## config.mk

```make
export PLATFORM = sky130hd
export DESIGN_NAME = cap_sense_driver
export DESIGN_NICKNAME = d
export VERILOG_FILES = /design/src/rtl/cap_sense_driver.sv
export SDC_FILE = /design/constraint.sdc
export NUM_CORES = 1
export LEC_CHECK = 0
export CORE_UTILIZATION = 53
export CTS_CLUSTER_DIAMETER = 200
export CTS_CLUSTER_SIZE = 25
export DETAILED_ROUTE_END_ITERATION = 8
export PLACE_DENSITY = 0.8
export SLEW_MARGIN = 15
export SYNTH_ARGS = -nofsm -noshare
export SYNTH_HDL_FRONTEND = slang
export SYNTH_SLANG_ARGS = --single-unit
```

## constraint.sdc

```tcl
create_clock -name clock -period 3.2 [get_ports clock]
set_input_delay 0.48 -clock clock [delete_from_list [all_inputs] [get_ports clock]]
set_output_delay 0.48 -clock clock [all_outputs]
set_load 0.02 [all_outputs]
```

## src/rtl/cap_sense_driver.sv

```systemverilog
// cap_sense_driver: excitation side of an RC capacitive pad.
//
// Each measurement runs through these phases:
// - Discharge the pad with sensor_out low.
// - Drive sensor_out high and count clock cycles until the synchronised
//   receive pin rises, or until CHARGE_TIMEOUT cycles pass.
// - Discharge the pad again.
// The result appears on final_count_out and timeout, and done pulses for one
// cycle when they update.
//
// Build option: define CAP_SENSE_AUTO_REPEAT_EN for continuous measurement.
// With it, RELEASE loops straight back to PRECHARGE_DIS, so one start keeps
// the block measuring until resetn.
//
// Ports:
//   clock            system clock, rising edge
//   resetn           asynchronous active-low reset
//   start            request one measurement (sampled only in IDLE)
//   sensor_in        receive pin, asynchronous to clock
//   sensor_out       send pin drive (1 = charge, 0 = discharge)
//   busy             high in every state except IDLE
//   done             one-cycle pulse in the first RELEASE cycle
//   timeout          1 = last measurement saw no rise before the timeout
//   count_out        live charge counter
//   final_count_out  latched result of the last measurement
module cap_sense_driver #(
    parameter int unsigned COUNT_W          = 32,
    parameter int unsigned DISCHARGE_CYCLES = 5000,
    parameter int unsigned CHARGE_TIMEOUT   = 100000,
    parameter int unsigned SYNC_STAGES      = 2
) (
    input  logic               clock,
    input  logic               resetn,
    input  logic               start,
    input  logic               sensor_in,
    output logic               sensor_out,
    output logic               busy,
    output logic               done,
    output logic               timeout,
    output logic [COUNT_W-1:0] count_out,
    output logic [COUNT_W-1:0] final_count_out
);

    // The timer only ever reaches DISCHARGE_CYCLES-1.
    localparam int unsigned TIMER_W = (DISCHARGE_CYCLES > 1) ? $clog2(DISCHARGE_CYCLES) : 1;
    localparam logic [TIMER_W-1:0] TIMER_LAST    = TIMER_W'(DISCHARGE_CYCLES - 1);
    localparam logic [COUNT_W-1:0] COUNT_LAST    = COUNT_W'(CHARGE_TIMEOUT - 1);
    localparam logic [COUNT_W-1:0] COUNT_TIMEOUT = COUNT_W'(CHARGE_TIMEOUT);

    localparam logic [1:0] ST_IDLE          = 2'd0;
    localparam logic [1:0] ST_PRECHARGE_DIS = 2'd1;
    localparam logic [1:0] ST_CHARGE        = 2'd2;
    localparam logic [1:0] ST_RELEASE       = 2'd3;

    logic [SYNC_STAGES-1:0] sync_q;
    logic                   s_in;
    logic [1:0]             state_q, state_d;
    logic [TIMER_W-1:0]     timer_q, timer_d;
    logic [COUNT_W-1:0]     count_q, count_d;
    logic [COUNT_W-1:0]     final_q, final_d;
    logic                   timeout_q, timeout_d;
    logic                   done_q, done_d;

    always_ff @(posedge clock or negedge resetn) begin
        if (!resetn) begin
            sync_q <= '0;
        end else begin
            sync_q <= {sync_q[SYNC_STAGES-2:0], sensor_in};
        end
    end

    assign s_in = sync_q[SYNC_STAGES-1];

    always_comb begin
        state_d   = state_q;
        timer_d   = timer_q;
        count_d   = count_q;
        final_d   = final_q;
        timeout_d = timeout_q;
        done_d    = 1'b0;
        case (state_q)
            ST_IDLE: begin
                if (start) begin
                    state_d = ST_PRECHARGE_DIS;
                    timer_d = '0;
                end
            end
            ST_PRECHARGE_DIS: begin
                // A pad that still reads high has not discharged yet.
                // Park at the last timer value until it drops.
                if (timer_q >= TIMER_LAST) begin
                    if (!s_in) begin
                        state_d = ST_CHARGE;
                        count_d = '0;
                    end
                end else begin
                    timer_d = timer_q + 1'b1;
                end
            end
            ST_CHARGE: begin
                count_d = count_q + 1'b1;
                // A rise seen on the last allowed cycle still counts as a hit.
                if (s_in) begin
                    final_d   = count_q;
                    timeout_d = 1'b0;
                    done_d    = 1'b1;
                    state_d   = ST_RELEASE;
                    timer_d   = '0;
                end else if (count_q == COUNT_LAST) begin
                    final_d   = COUNT_TIMEOUT;
                    timeout_d = 1'b1;
                    done_d    = 1'b1;
                    state_d   = ST_RELEASE;
                    timer_d   = '0;
                end
            end
            ST_RELEASE: begin
                if (timer_q == TIMER_LAST) begin
`ifdef CAP_SENSE_AUTO_REPEAT_EN
                    state_d = ST_PRECHARGE_DIS;
                    timer_d = '0;
`else
                    state_d = ST_IDLE;
`endif
                end else begin
                    timer_d = timer_q + 1'b1;
                end
            end
            default: state_d = ST_IDLE;
        endcase
    end

    always_ff @(posedge clock or negedge resetn) begin
        if (!resetn) begin
            state_q   <= ST_IDLE;
            timer_q   <= '0;
            count_q   <= '0;
            final_q   <= '0;
            timeout_q <= 1'b0;
            done_q    <= 1'b0;
        end else begin
            state_q   <= state_d;
            timer_q   <= timer_d;
            count_q   <= count_d;
            final_q   <= final_d;
            timeout_q <= timeout_d;
            done_q    <= done_d;
        end
    end

    // Decoded straight from the state so that reset drops the drive at once.
    assign sensor_out      = (state_q == ST_CHARGE);
    assign busy            = (state_q != ST_IDLE);
    assign done            = done_q;
    assign timeout         = timeout_q;
    assign count_out       = count_q;
    assign final_count_out = final_q;

endmodule

```

==> metrics.txt, run 1 <==
num rows=31; drt total wl=9.45 mm; Yosys cell types=49; RSZ-0062 raised after global routing=no; CTS tree=yes; DR iter-0 viols=147; number of synthesized flops with an enable pin=0; Core Region=7290 um^2; CTS root buffer=clkbuf_8; initial antenna violation count=0; Overall Power=0.00183 W; XOR/XNOR Fraction of Synth Area=0.0304; post-CTS sizing=0; GR Util met3=0.0425; Compound-Gate Fraction of Synth Area=0.182; largest family of logic cells by synthesized area=simple AND/OR/NAND/NOR gates; Hold Fails Final Rpt=0; Setup crit start kind=flop; met2 usage=0.382; Critical Path Fanout Max=7; final number of max-transition violations=0; cell taking the most area after synthesis=dfrtp_1; top-area cell type share of the netlist area=0.516; top-count cell post-synth=dfrtp_1; crit share post-route=0.922; status=complete, no violations; synth cell count leaders=dfrtp_1 (83), nand2_1 (42), a22o_1 (31), nor2_1 (28), nand3_1 (19); Layout area overhead=25.9%; peak supply drop=0.000192 V; r2r endpoint=timer_q[1]$_DFFE_PN0P_; Peak Freq=339 MHz; Routed Antenna Nets=0; syn nets=405; Final HPWL DP=6.34 mm; routed via count=3,396; Crit. End Element=flop; share of cells above drive strength 1=0.0828; Leak Pwr=2.14 nW; RR Startpoint=count_out[20]$_DFFE_PN0P_; Crit path top cell by count=or4_1; Post-CTS Setup Inserts=0; worst path cell trace=or4_1 -> or4_1 -> nor3_2 -> o32ai_1 -> buf_4 -> or3b_2 -> mux2_2; clock tree buffer depth=2; GRT Total Usage=0.254; maxcap violations=0; Clock transition at path regs=0.09 ns; CP max-delay cell=or4_1; setup slack, reg-to-reg=0.25 ns; largest net degree at the start of global routing=84; number of global-route vias before repair=3,176; critical path arrival=3.19 ns; Slew HR=0.308; DRT Pass-1 Iters=4; Yosys warnings=0; Post-synth ARST share=1.00; post-synthesis sequential area ratio=0.516; grt ovf=0; DRC=0; NumNets Final=477; R2R cell count=7; Die H=89.2 um; clock latency on the worst-skew pair=0.36 ns; die width=89.2 um; Fin Clk Skew=0.0127 ns; routability cong.=0.859; Main synth FF type=dfrtp_1; Synth Instances=394; Die ar.=7950 um^2; global-route wire length before repair=15.3 mm; Worst EP required=3.44 ns; Initial Utilization=0.552; CTS sink count=83; final setup vio count=0; Antenna Cells=0; Pwr per Cell Area=361 nW/um^2; Cell Area, Synth=4030 um^2; crit-path max cell delay=0.50 ns; DR WL/cell=16.6 um; Hold Path Class=primary input to async pin; Tmin final=2.95 ns; Hold Buf Count CTS=0; met1 usage=0.363; Worst-Margin Slew=1.04 ns; WS Path Type=flop to flop; setup TNS=0 ns; IO Port Bufs=71; most used routing layer=met2; top cells by area, synth=dfrtp_1 (52%), a22o_1 (6.7%), nand2_1 (3.9%); synthesized-area fraction occupied by and/or/nand/nor cells=0.207; drt via density=5.96; Post-Syn Area per Cell=10.2 um^2; CTS Buf Count=9; portion of netlist area occupied by mux cells=0.0130; # IOs=72; synthesized flop and latch total=83; crit path from=count_out[20]$_DFFE_PN0P_; H-Tree Depth=3; Adder-Cell Fraction of Synth Area=0.0217
[layout make-up]
cell class              count  area (um^2)
inverters                   7         26.3
repair buffers             84          818
fillers                   599         2220
flip-flops and latches     83         2080
well taps                  99          124
clock buffers              10          128
multi-input cells         281         1830
clock inverters             6         65.1
[sequential cells by signal, indices dropped and copies added, names as in the netlist]
signal,count
count_out,32
final_count_out,32
timer_q,13
state_q,2
sync_q,2
done,1
timeout,1
[cells by family (layout without fill, tap and decap cells)]
family          Yosys count  in the layout
mux                       5              5
compound gates           96             96
simple gates            159            159
flops                    83             83
buf+inv                  30            107
xor+xnor                 14             14
fa+ha+maj                 7              7
[how the worst max path moves through the flow]
stage / endpoint / depth (start not counted)
3_5_place_dp: timer_q[5]$_DFFE_PN0P_ / 6
3_3_place_gp: timer_q[0]$_DFFE_PN0P_ / 7
2_1_floorplan: timer_q[11]$_DFFE_PN0P_ / 8
5_1_grt: timer_q[5]$_DFFE_PN0P_ / 6
4_1_cts: timer_q[5]$_DFFE_PN0P_ / 6
6_report: timer_q[1]$_DFFE_PN0P_ / 7
[power by group]
part	switching, W	leakage, nW	internal [W]	total, W
Clock	0.000393	0.0966	0.000363	0.000755
Combinational	0.0000199	0.909	0.00000323	0.0000231
Sequential	0.00000140	1.13	0.00105	0.00105
Total	0.000414	2.14	0.00141	0.00183
[cells in the final DEF, fill, tap and decap left out, types with 2 or more instances in the layout]
master	Yosys	layout
nand2b_1	5	5
nand4_1	5	5
dfrtp_1	83	83
o31ai_1	17	17
clkbuf_8	0	9
and4_1	4	4
o22a_1	6	6
a22o_1	31	31
a21oi_1	5	5
or4_1	9	9
a31oi_1	4	4
mux2i_1	3	3
o21ai_0	16	16
nor3_1	11	11
nor4b_1	2	2
ha_1	7	7
and3_1	6	6
mux2_2	2	2
inv_1	6	6
a21o_1	4	4
o221ai_1	3	3
and2_1	2	2
clkinv_2	0	2
nor4_1	12	12
nor2_1	28	28
xnor2_1	14	14
nor2b_1	2	2
buf_4	0	13
or3_1	4	4
o41ai_2	2	2
o21a_1	2	2
nand3_1	19	19
nand2_1	42	42
clkdlybuf4s50_1	0	70
[worst max-delay path, delay by kind of cell (launching register included)]
family          cells  cell delay (ns)
simple gates        4             1.74
mux                 1             0.28
buf+inv             1             0.19
compound gates      1             0.16
flops               1             0.45
[layer usage]
metal	up-vias	share of wire
li1	1614	-
met1	1679	0.48
met2	96	0.47
met3	7	0.048
met4	0	0.0094
met5	-	0
[through the flow]
step	hold WS, ns	instance area [um^2]	utilization	cells	setup slack (ns)
3_5_place_dp	0.337	4880	0.669	554	0.276
4_1_cts	0.345	5070	0.695	570	0.234
5_1_grt	0.368	5070	0.695	570	0.156
2_1_floorplan	0.184	4030	-	394	0.314
3_3_place_gp	0.335	4880	0.669	554	0.333
6_report	0.285	5070	0.695	570	0.249
Note: power is estimated with default switching activity, not from simulation.
==> run 2: changes to the inputs <==
CORE_MARGIN = 2   (was default)
==> run 2 against run 1 <==
Net effect:
- worst setup slack better by 0.014 ns
- final area rose by 0.15%
- sequential share of layout area shrank 0.061 points
- cell count rose by 0.18%
- critical path depth stayed put
- sequential power barely moved
- wire length is 2.2% higher
- die area grew 4.5%
- clock skew down 0.0023 ns
- clock power down 0.8%
- combinational power is essentially flat
- highest routed layer unchanged
==> metrics.txt, run 2 (synthesis results as in run 1) <==
status=complete, no violations; crit-path max cell delay=0.51 ns (about the same); Tmin final=2.94 ns (-0.0136 ns); num rows=31 (unchanged); Hold Buf Count CTS=0 (unchanged); Overall Power=0.00182 W (-0.37%); commonest non-fill, non-tap cells in the layout=dfrtp_1 (83), clkdlybuf4s50_1 (70), nand2_1 (42); Layout area overhead=26.1%; worst path cell trace=or4_1 -> or4_1 -> nor3_2 -> o32ai_1 -> buf_4 -> or3b_2 -> mux2_2; Multi-input gate area=1830 um^2 (unchanged); RSZ-0062 raised after global routing=no; grt ovf=0 (unchanged); die width=91.2 um (+2.2%); post-place setup slack=0.286 ns (+0.00976 ns); maxcap violations=0 (unchanged); GRT Total Usage=0.240 (-0.0141); Setup crit start kind=flop; clock latency on the worst-skew pair=0.36 ns (about the same); DRC=0 (unchanged); Peak Freq=340 MHz (+0.46%); Antenna Cells=0 (unchanged); Die ar.=8310 um^2 (+4.5%); critical path arrival=3.18 ns (about the same); CTS tree=yes; crit share post-route=0.918 (-0.00426); drt total wl=9.65 mm (+2.2%); drt via density=6.03 (+1.2%); global-route wire length before repair=16.2 mm (+5.4%); Clock transition at path regs=0.09 ns (about the same); peak supply drop=0.000235 V (+22%); final number of max-transition violations=0 (unchanged); Slew HR=0.281 (-0.0274); H-Tree Depth=3 (unchanged); WS Path Type=flop to flop; initial antenna violation count=0 (unchanged); Buffers & Inverters on Critical Path=1 (unchanged); fin worst setup slack=0.263 ns (+0.0136 ns); # IOs=72 (unchanged); Initial Utilization=0.552 (unchanged); Crit. End Element=flop; IO Port Bufs=71 (unchanged); setup TNS=0 ns (unchanged); Crit path top cell by count=or4_1; NumNets Final=478 (+0.21%); routability cong.=0.855 (-0.51%); Worst EP required=3.44 ns (about the same); post-CTS sizing=0 (unchanged); final setup vio count=0 (unchanged); family with the most delay on the worst path=simple AND/OR/NAND/NOR gates; Final HPWL DP=6.45 mm (+1.7%); number of global-route vias before repair=3,206 (+0.94%); Leak Pwr=2.13 nW (-0.23%); routed via count=3,442 (+1.4%); Seq. cell area=2080 um^2 (unchanged); CTS root buffer=clkbuf_8; clock tree buffer depth=2 (unchanged); most common cell after layout, fill and taps aside=dfrtp_1; Pwr per Cell Area=359 nW/um^2 (-0.51%); DR iter-0 viols=245 (+67%); Hold Path Class=primary input to async pin; Core Region=7290 um^2 (unchanged); DRT Pass-1 Iters=4 (unchanged); Routed Antenna Nets=0 (unchanged); Hold Slack=0.268 ns (-0.0173 ns); Post-CTS Setup Inserts=0 (unchanged); largest net degree at the start of global routing=84 (unchanged); Fill cells=567 (-5.3%); Hold Fails Final Rpt=0 (unchanged); Worst-Margin Slew=1.08 ns (+0.0412 ns); DR WL/cell=16.9 um (+2.0%); share of cells above drive strength 1=0.0826 (-0.000175); Fin Clk Skew=0.0104 ns (-0.00228 ns); CP max-delay cell=or4_1; setup slack, reg-to-reg=0.26 ns (about the same); Critical Path Fanout Max=7 (unchanged); CTS sink count=83 (unchanged); CTS Buf Count=9 (unchanged); Die H=91.2 um (+2.2%)
-- run 2: cell count changes in the layout (fill, tap and decap cells not counted) --
cell	change
clkinv_2	-2
clkinv_4	-1
clkinvlp_4	+2
buf_4	+1
clkbuf_1	+1
-- run 2: routing by layer --
layer	up-vias	routed length [um]	GRT usage
li1	1619	-	-
met1	1712	4410	0.336
met2	103	4560	0.378
met3	8	591	0.0556
met4	0	90	0.0669
met5	-	0	0
-- run 2: path summary, 6_finish.rpt --
path	start	to	cells past startpoint
worst max-delay path	count_out[20]$_DFFE_PN0P_	timer_q[1]$_DFFE_PN0P_	7
worst min-delay path	resetn	count_out[1]$_DFFE_PN0P_	1
worst max register to register	count_out[20]$_DFFE_PN0P_	timer_q[1]$_DFFE_PN0P_	7
worst min register to register	sync_q[0]$_DFF_PN0_	sync_q[1]$_DFF_PN0_	0
max in group asynchronous	resetn	state_q[0]$_DFFE_PN0P_	1
min in group clock	sync_q[0]$_DFF_PN0_	sync_q[1]$_DFF_PN0_	0
-- run 2: power by group --
part,switching [W],internal [W]
Clock,0.000385,0.000364
Sequential,0.00000147,0.00105
Combinational,0.0000198,0.00000322
-- run 2: cell type report --
type                            count  share of cell area
Clock buffer                       11              0.0259
Tap cell                           99              0.0244
Clock inverter                      5              0.0121
Sequential cell                    83               0.409
Timing Repair Buffer               85               0.163
Multi-Input combinational cell    281               0.361
Inverter                            7             0.00517
-- run 2: worst reg2reg max path, cell delays in order (launching register included) --
cell and delay [ns]:
dfrtp_1 0.44, or4_1 0.48, or4_1 0.51, nor3_2 0.27, o32ai_1 0.15, buf_4 0.19
or3b_2 0.49, mux2_2 0.29
-- run 2: metrics by stage --
step / instance area, um^2 / cells / util
2_1_floorplan: 4030 / 394 / -
3_3_place_gp: 4890 / 555 / 0.670
3_5_place_dp: 4890 / 555 / 0.670
4_1_cts: 5080 / 571 / 0.696
5_1_grt: 5080 / 571 / 0.696
6_report: 5080 / 571 / 0.696
